[config.mk]
export PLATFORM = sky130hd
export DESIGN_NAME = ppt_shot_sequencer
export DESIGN_NICKNAME = d
export VERILOG_FILES = /design/src/rtl/ppt_shot_sequencer.sv
export SDC_FILE = /design/constraint.sdc
export NUM_CORES = 1
export LEC_CHECK = 0
export ABC_AREA = 1
export BUFFER_PORTS_ARGS = -buffer_cell sky130_fd_sc_hd__clkbuf_2
export CAP_MARGIN = 20
export CELL_PAD_IN_SITES_DETAIL_PLACEMENT = 1
export CELL_PAD_IN_SITES_GLOBAL_PLACEMENT = 1
export CORE_ASPECT_RATIO = 2
export CORE_MARGIN = 4
export CORE_UTILIZATION = 45
export DETAILED_ROUTE_END_ITERATION = 7
export PLACE_DENSITY_LB_ADDON = 0.08
export SLEW_MARGIN = 20
export SYNTH_ARGS = -nofsm -noshare
export SYNTH_HDL_FRONTEND = slang
export SYNTH_SLANG_ARGS = --single-unit
[constraint.sdc]
create_clock -name clk -period 3.7 [get_ports clk]
set_input_delay 0.555 -clock clk [delete_from_list [all_inputs] [get_ports clk]]
set_output_delay 0.555 -clock clk [all_outputs]
set_load 0.01 [all_outputs]
[src/rtl/ppt_shot_sequencer.sv]
// Thruster firing sequencer: runs N shots of charge -> fire -> cooldown,
// gating the capacitor charger and pulse generator and reporting status.
module ppt_shot_sequencer #(
  parameter int unsigned CNT_W  = 16,
  parameter int unsigned SHOT_W = 8
) (
  input  logic              clk,
  input  logic              rst_n,
  input  logic              start,
  input  logic              abort,
  input  logic              clr_fault,
  input  logic [SHOT_W-1:0] cfg_shots,
  input  logic [CNT_W-1:0]  cfg_period,
  input  logic [CNT_W-1:0]  cfg_width,
  input  logic [CNT_W-1:0]  cfg_charge_to,
  input  logic [CNT_W-1:0]  cfg_cooldown,
  input  logic              cap_ready,
  output logic              charge_en,
  output logic              gen_run,
  output logic [CNT_W-1:0]  gen_period,
  output logic [CNT_W-1:0]  gen_width,
  output logic              busy,
  output logic [SHOT_W-1:0] shots_done,
  output logic              done,
  output logic              aborted,
  output logic              cfg_err,
  output logic              fault
);

  typedef enum logic [2:0] {
    S_IDLE   = 3'd0,
    S_CHARGE = 3'd1,
    S_FIRE   = 3'd2,
    S_COOL   = 3'd3,
    S_FAULT  = 3'd4
  } state_t;

  state_t             state_q, state_d;
  logic [CNT_W-1:0]   cnt_q, cnt_d;
  logic [CNT_W-1:0]   charge_to_q, cooldown_q;
  logic [SHOT_W-1:0]  shots_q;
  logic [SHOT_W-1:0]  shots_done_d;
  logic               latch_cfg;
  logic               done_d, aborted_d, cfg_err_d;

  // Next-state, counter and pulse decode
  always_comb begin
    state_d      = state_q;
    cnt_d        = cnt_q;
    shots_done_d = shots_done;
    latch_cfg    = 1'b0;
    done_d       = 1'b0;
    aborted_d    = 1'b0;
    cfg_err_d    = 1'b0;

    case (state_q)
      S_IDLE: begin
        if (start && !abort) begin
          if (cfg_width > cfg_period) begin
            cfg_err_d = 1'b1;
          end else begin
            latch_cfg    = 1'b1;
            shots_done_d = '0;
            if (cfg_shots == '0) begin
              done_d = 1'b1;
            end else begin
              state_d = S_CHARGE;
              cnt_d   = '0;
            end
          end
        end
      end

      S_CHARGE: begin
        if (abort) begin
          state_d   = S_IDLE;
          aborted_d = 1'b1;
        end else if (cap_ready) begin
          state_d = S_FIRE;
          cnt_d   = '0;
        end else if (charge_to_q == '0 || cnt_q == charge_to_q - CNT_W'(1)) begin
          state_d = S_FAULT;
        end else begin
          cnt_d = cnt_q + CNT_W'(1);
        end
      end

      // Generator counts 0..period inclusive, so FIRE lasts period+1 cycles
      S_FIRE: begin
        if (abort) begin
          state_d   = S_IDLE;
          aborted_d = 1'b1;
        end else if (cnt_q == gen_period) begin
          state_d      = S_COOL;
          cnt_d        = '0;
          shots_done_d = shots_done + SHOT_W'(1);
        end else begin
          cnt_d = cnt_q + CNT_W'(1);
        end
      end

      S_COOL: begin
        if (abort) begin
          state_d   = S_IDLE;
          aborted_d = 1'b1;
        end else if (cooldown_q == '0 || cnt_q == cooldown_q - CNT_W'(1)) begin
          cnt_d = '0;
          if (shots_done == shots_q) begin
            state_d = S_IDLE;
            done_d  = 1'b1;
          end else begin
            state_d = S_CHARGE;
          end
        end else begin
          cnt_d = cnt_q + CNT_W'(1);
        end
      end

      S_FAULT: begin
        if (clr_fault) begin
          state_d = S_IDLE;
        end
      end

      default: state_d = S_IDLE;
    endcase
  end

  // State, counter, latched config and registered outputs
  always_ff @(posedge clk or negedge rst_n) begin
    if (!rst_n) begin
      state_q     <= S_IDLE;
      cnt_q       <= '0;
      charge_to_q <= '0;
      cooldown_q  <= '0;
      shots_q     <= '0;
      gen_period  <= '0;
      gen_width   <= '0;
      shots_done  <= '0;
      charge_en   <= 1'b0;
      gen_run     <= 1'b0;
      busy        <= 1'b0;
      fault       <= 1'b0;
      done        <= 1'b0;
      aborted     <= 1'b0;
      cfg_err     <= 1'b0;
    end else begin
      state_q    <= state_d;
      cnt_q      <= cnt_d;
      shots_done <= shots_done_d;
      if (latch_cfg) begin
        charge_to_q <= cfg_charge_to;
        cooldown_q  <= cfg_cooldown;
        shots_q     <= cfg_shots;
        gen_period  <= cfg_period;
        gen_width   <= cfg_width;
      end
      charge_en <= (state_d == S_CHARGE);
      gen_run   <= (state_d == S_FIRE);
      busy      <= (state_d == S_CHARGE) || (state_d == S_FIRE) || (state_d == S_COOL);
      fault     <= (state_d == S_FAULT);
      done      <= done_d;
      aborted   <= aborted_d;
      cfg_err   <= cfg_err_d;
    end
  end

endmodule
# Word-level counts from Yosys, hierarchy flattened
# Cells that the tools add are included.
# Widths: inputs -> output; s select.
[word_totals]
ram_bits = 0
latchBits = 0
n_memories = 0
wordCells = 99
out_inout_bits = 47
regBits = 106
mem_bits_ro = 0
[classes]
multipliers = 0
n_mux = 44
eq_ne = 20
bitwise_logic = 0
n_reduce_logical = 15
add_sub_neg = 4
n_lt_le_gt_ge = 1
n_shift = 0
div = 0
[op_table]
columns = ["cell", "n"]
rows = [
  ["$mux 16", 10],
  ["$pmux 16 s4", 1],
  ["$eq 16x16->1", 3],
  ["$mux 3", 11],
  ["$logic_not 16->1", 2],
  ["$mux 8", 4],
  ["$sub 16x1->16 const B", 2],
  ["$add 16x1->16 const B", 1],
  ["$gt 16x16->1", 1],
  ["$pmux 8 s2", 1],
  ["$mux 1", 15],
  ["$pmux 3 s5", 1],
  ["$ne 2x2->1 const B", 7],
  ["$eq 3x2->1 const B", 4],
  ["$add 8x1->8 const B", 1],
  ["$eq 8x8->1", 1],
  ["$logic_not 8->1", 1],
  ["$reduce_and 8->1", 1],
  ["$eq 3x1->1 const B", 2],
  ["$eq 3x3->1 const B", 2],
  ["$reduce_and 5->1", 1],
  ["$logic_or 1x1->1", 4],
  ["$reduce_bool 4->1", 1],
  ["$logic_not 3->1", 1],
  ["other kinds (6)", 6],
]

# Logic depth before layout (Yosys ltp)
[depth]
depth_word = 10
depth_mapped = 19

# Least setup slack after synthesis
# No wires, ideal clock.
[synth_timing]
path_type = "input -> register"
startpoint = "input cfg_period[3]"
endpoint = "register cooldown_q[10]"
path_slack_ps = 1491
stages = 12
setup_time_ps = 133
arrival_time_ps = 2076
cell_sequence = "inv_1 -> ha_1 -> nand2_1 -> o21ai_0 -> a21o_1 -> nand2_1 -> nand2_1 -> nand2_1 -> nand2_1 -> buf_2 -> clkbuf_1 -> a21oi_1"
[synth_via]
elab_chain_len = 4
[synth_rtl]
columns = ["item", "line", "text"]
rows = [
  ["from (decl)", "13", "input logic [CNT_W-1:0] cfg_period,"],
  ["$gt 16x16->1", "59", "if (cfg_width > cfg_period) begin"],
  ["$mux 1", "59", ""],
  ["$mux 1", "58", "if (start && !abort) begin"],
  ["$mux 1", "56", "case (state_q)"],
  ["to (signal assigned)", "153", "cooldown_q <= cfg_cooldown;"],
  ["to (decl)", "40", "logic [CNT_W-1:0] charge_to_q, cooldown_q;"],
]
# Every way passes these cells.
# A chain may end at the register's enable or synchronous reset.

# Worst setup path in the final report
[layout_timing]
startpoint = "register cooldown_q[5]"
endpoint = "register cnt_q[0]"
[layout_via]
elab_chain_len = 6
word_cells_on_any_way = 7
classes_between = "add/sub (1); eq/ne (1); mux (3); reduce/logical (2)"
[layout_rtl]
columns = ["item", "line", "text"]
rows = [
  ["$sub 16x1->16", "106", "end else if (cooldown_q == '0 || cnt_q == cooldown_q - CNT_W'(1)) begin"],
  ["$eq 16x16->1", "106", ""],
  ["$logic_or 1x1->1 *", "106", ""],
  ["$mux 16 *", "106", ""],
  ["$mux 16 *", "103", "if (abort) begin"],
  ["$pmux 16 s4 *", "56", ""],
  ["to (signal assigned)", "149", "cnt_q <= cnt_d;"],
  ["to (decl)", "39", "logic [CNT_W-1:0] cnt_q, cnt_d;"],
]
# Mark *: on every way between the ends. The rest lies on a longest branch, timed or not. The select of a mux whose other input is x is not followed.

==> run summary <==
PWR
----------------------------------------------------------------------------------------
Switching Power ...........................................................      1480 µW
Cell internal pwr .........................................................      2457 µW
Proportion of power drawn by flip-flops and latches .......................        0.423
Power density over the cells .............................................. 474.4 nW/µm²
Fraction of power spent switching nets ....................................       0.3760
Share of total power in the clock network .................................        0.260
Largest voltage drop on the vdd net .......................................  0.0002620 V
Combinational share of power ..............................................        0.316
Reported leakage power ....................................................  0.004237 µW

CELLS AND AREA
----------------------------------------------------------------------------------------
Antenna cell count ........................................................            0
Cell Count, Final, Fillers Out ............................................         1270
Final net count ...........................................................         1164
Fraction of final layout cells with drive strength greater than 1 .........       0.1955
Area delta synth->final ...................................................       14.98%

DETAILED ROUTING
----------------------------------------------------------------------------------------
Wire length per cell ......................................................     18.39 µm
Routed via count ..........................................................         6861
Detailed router's first-iteration violation count .........................          248
Post-DR vias/cell .........................................................        5.402
First drt pass iteration count ............................................            4
Antenna-violating nets left ...............................................            0
Detailed Route WL .........................................................     23350 µm
DRC violation count after routing .........................................            0

STA
----------------------------------------------------------------------------------------
Worst Skew ................................................................  0.009902 ns
Count of endpoints failing hold in the final timing report ................            0
Worst slew slack as a fraction of its limit ...............................       0.3252
Final worst-path cycle share ..............................................       0.7657
Final slew viol count .....................................................            0
Final hold slack ..........................................................    0.2502 ns
Final setup fails .........................................................            0
Final sum of negative setup slack .........................................         0 ns
RSZ-0062 raised after global routing ......................................           no
Slew @ Worst Pin ..........................................................     1.005 ns
Achievable frequency ......................................................    353.0 MHz
Min Clock Period, post-route ..............................................     2.833 ns

CLOCK TREE
----------------------------------------------------------------------------------------
Post-CTS Repair Setup Buffers .............................................            0
TritonCTS sink count ......................................................          106
Clock root cell ...........................................................    clkbuf_16
Post-CTS Resized ..........................................................            0
Clock buffer count from CTS ...............................................            9
Number of hold-repair buffers added at the cts stage ......................            0
H-tree level count ........................................................            3
Clk pin slew, worst setup/hold paths ......................................      0.08 ns
TritonCTS clock tree ......................................................          yes
Worst-Skew Late Latency ...................................................      0.36 ns
Buffers from clock root to sink, at most ..................................            2

SYNTH
----------------------------------------------------------------------------------------
Synth Flop Type ...........................................................      dfrtp_1
Total of flip-flops plus latches after synthesis ..........................          106
Most frequently used cell type in the post-synthesis netlist ..............      nand2_1
Mapped Nets ...............................................................         1062
Synth area leader .........................................................      dfrtp_1
Part of the Yosys area used for sequential elements .......................       0.3675
Number of different library cells in the post-synthesis netlist ...........           39
Gate count after technology mapping .......................................          962
Share of the synthesized area in the top cell type ........................       0.3675
Post-Syn Area per Cell ....................................................    7.503 µm²
Count of warnings emitted by yosys ........................................            0
Top cells by instance count after synthesis ............................... nand2_1, dfrtp_1, inv_1
Post-synth EDFFs ..........................................................            0
Area contributors post-synth .............................................. dfrtp_1, nand2_1, nand3_1
Synth async-reset ratio ...................................................        1.000
Netlist Area Pre-Place ....................................................     7218 µm²

HOLD PATH
----------------------------------------------------------------------------------------
Worst min path class ...................................................... input pin to async pin

PLACED DESIGN
----------------------------------------------------------------------------------------
Cell count after placement ................................................         1254
Total half-perimeter wirelength after legalization and detailed placement .     18490 µm
Port Buffers ..............................................................          124
Global placement routability congestion ...................................       0.9302

SETUP PATH
----------------------------------------------------------------------------------------
Launch point of the critical path ......................................... cooldown_q[5]
Crit Reg-Reg Startpoint ................................................... cooldown_q[5]
CP required ...............................................................      3.98 ns
Critical path fanouts, max ................................................           13
Data arrival time of the critical path ....................................      3.12 ns
Worst setup SP type .......................................................         flop
Category of the most critical setup path .................................. flop to flop
CP endpoint kind ..........................................................         flop

DIE
----------------------------------------------------------------------------------------
Core region area ..........................................................    15780 µm²
Number of top-level pins ..................................................          125
Die height ................................................................     187.1 µm
Horizontal die dimension ..................................................     97.56 µm
Die area ..................................................................    18250 µm²
Initial Utilization .......................................................       0.4575
Cell row count ............................................................           65

FLOW RUN
----------------------------------------------------------------------------------------
Max-Cap Viols .............................................................            0

GRT
----------------------------------------------------------------------------------------
Number of antenna violations at the first check in global routing .........            0
Wire length of the first global-routing pass ..............................     37520 µm
Via count of the first global-routing pass ................................         7429
Largest net degree at the start of global routing .........................          116
Leftover overflow at the end of global routing ............................            0
GRT Overall Usage .........................................................       0.2574

STATUS
----------------------------------------------------------------------------------------
Outcome ................................................................... finished, final reports clean

==> state kept, by name, summed over array words and instances, names as in the netlist <==
signal	count
shots_done	8
fault	1
gen_width	16
busy	1
aborted	1
state_q	3
charge_en	1
gen_run	1
cfg_err	1
charge_to_q	16
cnt_q	16
shots_q	8
gen_period	16
done	1
cooldown_q	16
==> power groups by stage <==
| stage | Combinational [µW] | Clock, µW | Sequential [µW] |
|---|---|---|---|
| 2_1_floorplan | 790 | 0 | 1670 |
| 3_3_place_gp | 1220 | 0 | 1680 |
| 3_5_place_dp | 1250 | 0 | 1690 |
| 4_1_cts | 1270 | 1050 | 1670 |
| 5_1_grt | 1400 | 1090 | 1710 |
| 6_report | 1240 | 1020 | 1670 |
==> layout by cell type, fill, tap and decap left out, types with 11 or more instances in the layout <==
| master | instances |
|---|---|
| nand2_1 | 227 |
| clkbuf_2 | 123 |
| dfrtp_1 | 106 |
| inv_1 | 101 |
| nor2_1 | 95 |
| nand3_1 | 92 |
| a21oi_1 | 44 |
| xnor2_1 | 33 |
| nand4_1 | 33 |
| xor2_1 | 32 |
| mux2_2 | 31 |
| o21ai_0 | 27 |
| ha_1 | 22 |
| nand3b_1 | 12 |
| nor3_1 | 11 |
==> final cells by class <==
cell class | count | area (µm²)
inverters | 103 | 386.6
multi-input cells | 712 | 3988
repair buffers | 132 | 708.2
well taps | 201 | 251.5
fillers | 2079 | 7478
clock inverters | 7 | 87.58
flip-flops and latches | 106 | 2653
clock buffers | 9 | 225.2
==> kinds of logic after synthesis <==
| group | share of synthesized area |
|---|---|
| fa+ha+maj | 0.03813 |
| xor+xnor | 0.07887 |
| flops | 0.3675 |
| simple gates | 0.3231 |
| compound gates | 0.06292 |
| buf+inv | 0.08112 |
| mux | 0.04836 |
==> path summary, 6_finish.rpt <==
path                             endpoint  slack [ns]  cells after the start
max                              cnt_q[0]        0.87                     13
min                         cooldown_q[5]        0.25                      2
max reg2reg                      cnt_q[0]        0.87                     13
min reg2reg                  gen_width[8]        0.50                      1
max in group asynchronous  charge_to_q[9]        2.97                      2
min in group clk           cooldown_q[15]        0.43                      2
==> per-layer routing <==
layer  track usage  share of wire
met1        0.2561           0.36
met2        0.5021           0.56
met3       0.03359          0.030
met4        0.1365          0.050
met5             0              0
==> per-stage QoR <==
| stage | total power (µW) | area, µm² | utilization | setup slack, ns |
|---|---|---|---|---|
| 6_report | 3937 | 8299 | 0.5260 | 0.8669 |
| 5_1_grt | 4202 | 8299 | 0.5260 | 0.7181 |
| 4_1_cts | 3986 | 8299 | 0.5260 | 0.8526 |
| 3_5_place_dp | 2946 | 7986 | 0.5062 | 0.7726 |
| 3_3_place_gp | 2900 | 7986 | 0.5062 | 0.8407 |
| 2_1_floorplan | 2460 | 7218 | - | 1.491 |
==> worst max-delay path: stages, from the launching register on <==
cell     delay, ns
dfrtp_1       0.43
nor2_1        0.28
nand2_1       0.18
o21ai_0       0.43
nand3_1       0.22
nand2_1       0.12
nor2_1        0.04
nand2_1       0.06
nor2_1        0.04
nand2_1       0.35
nand4_1       0.16
nand3_1       0.17
nand3_1       0.15
nand2_1       0.13
Note: power is estimated with default switching activity, not from simulation.
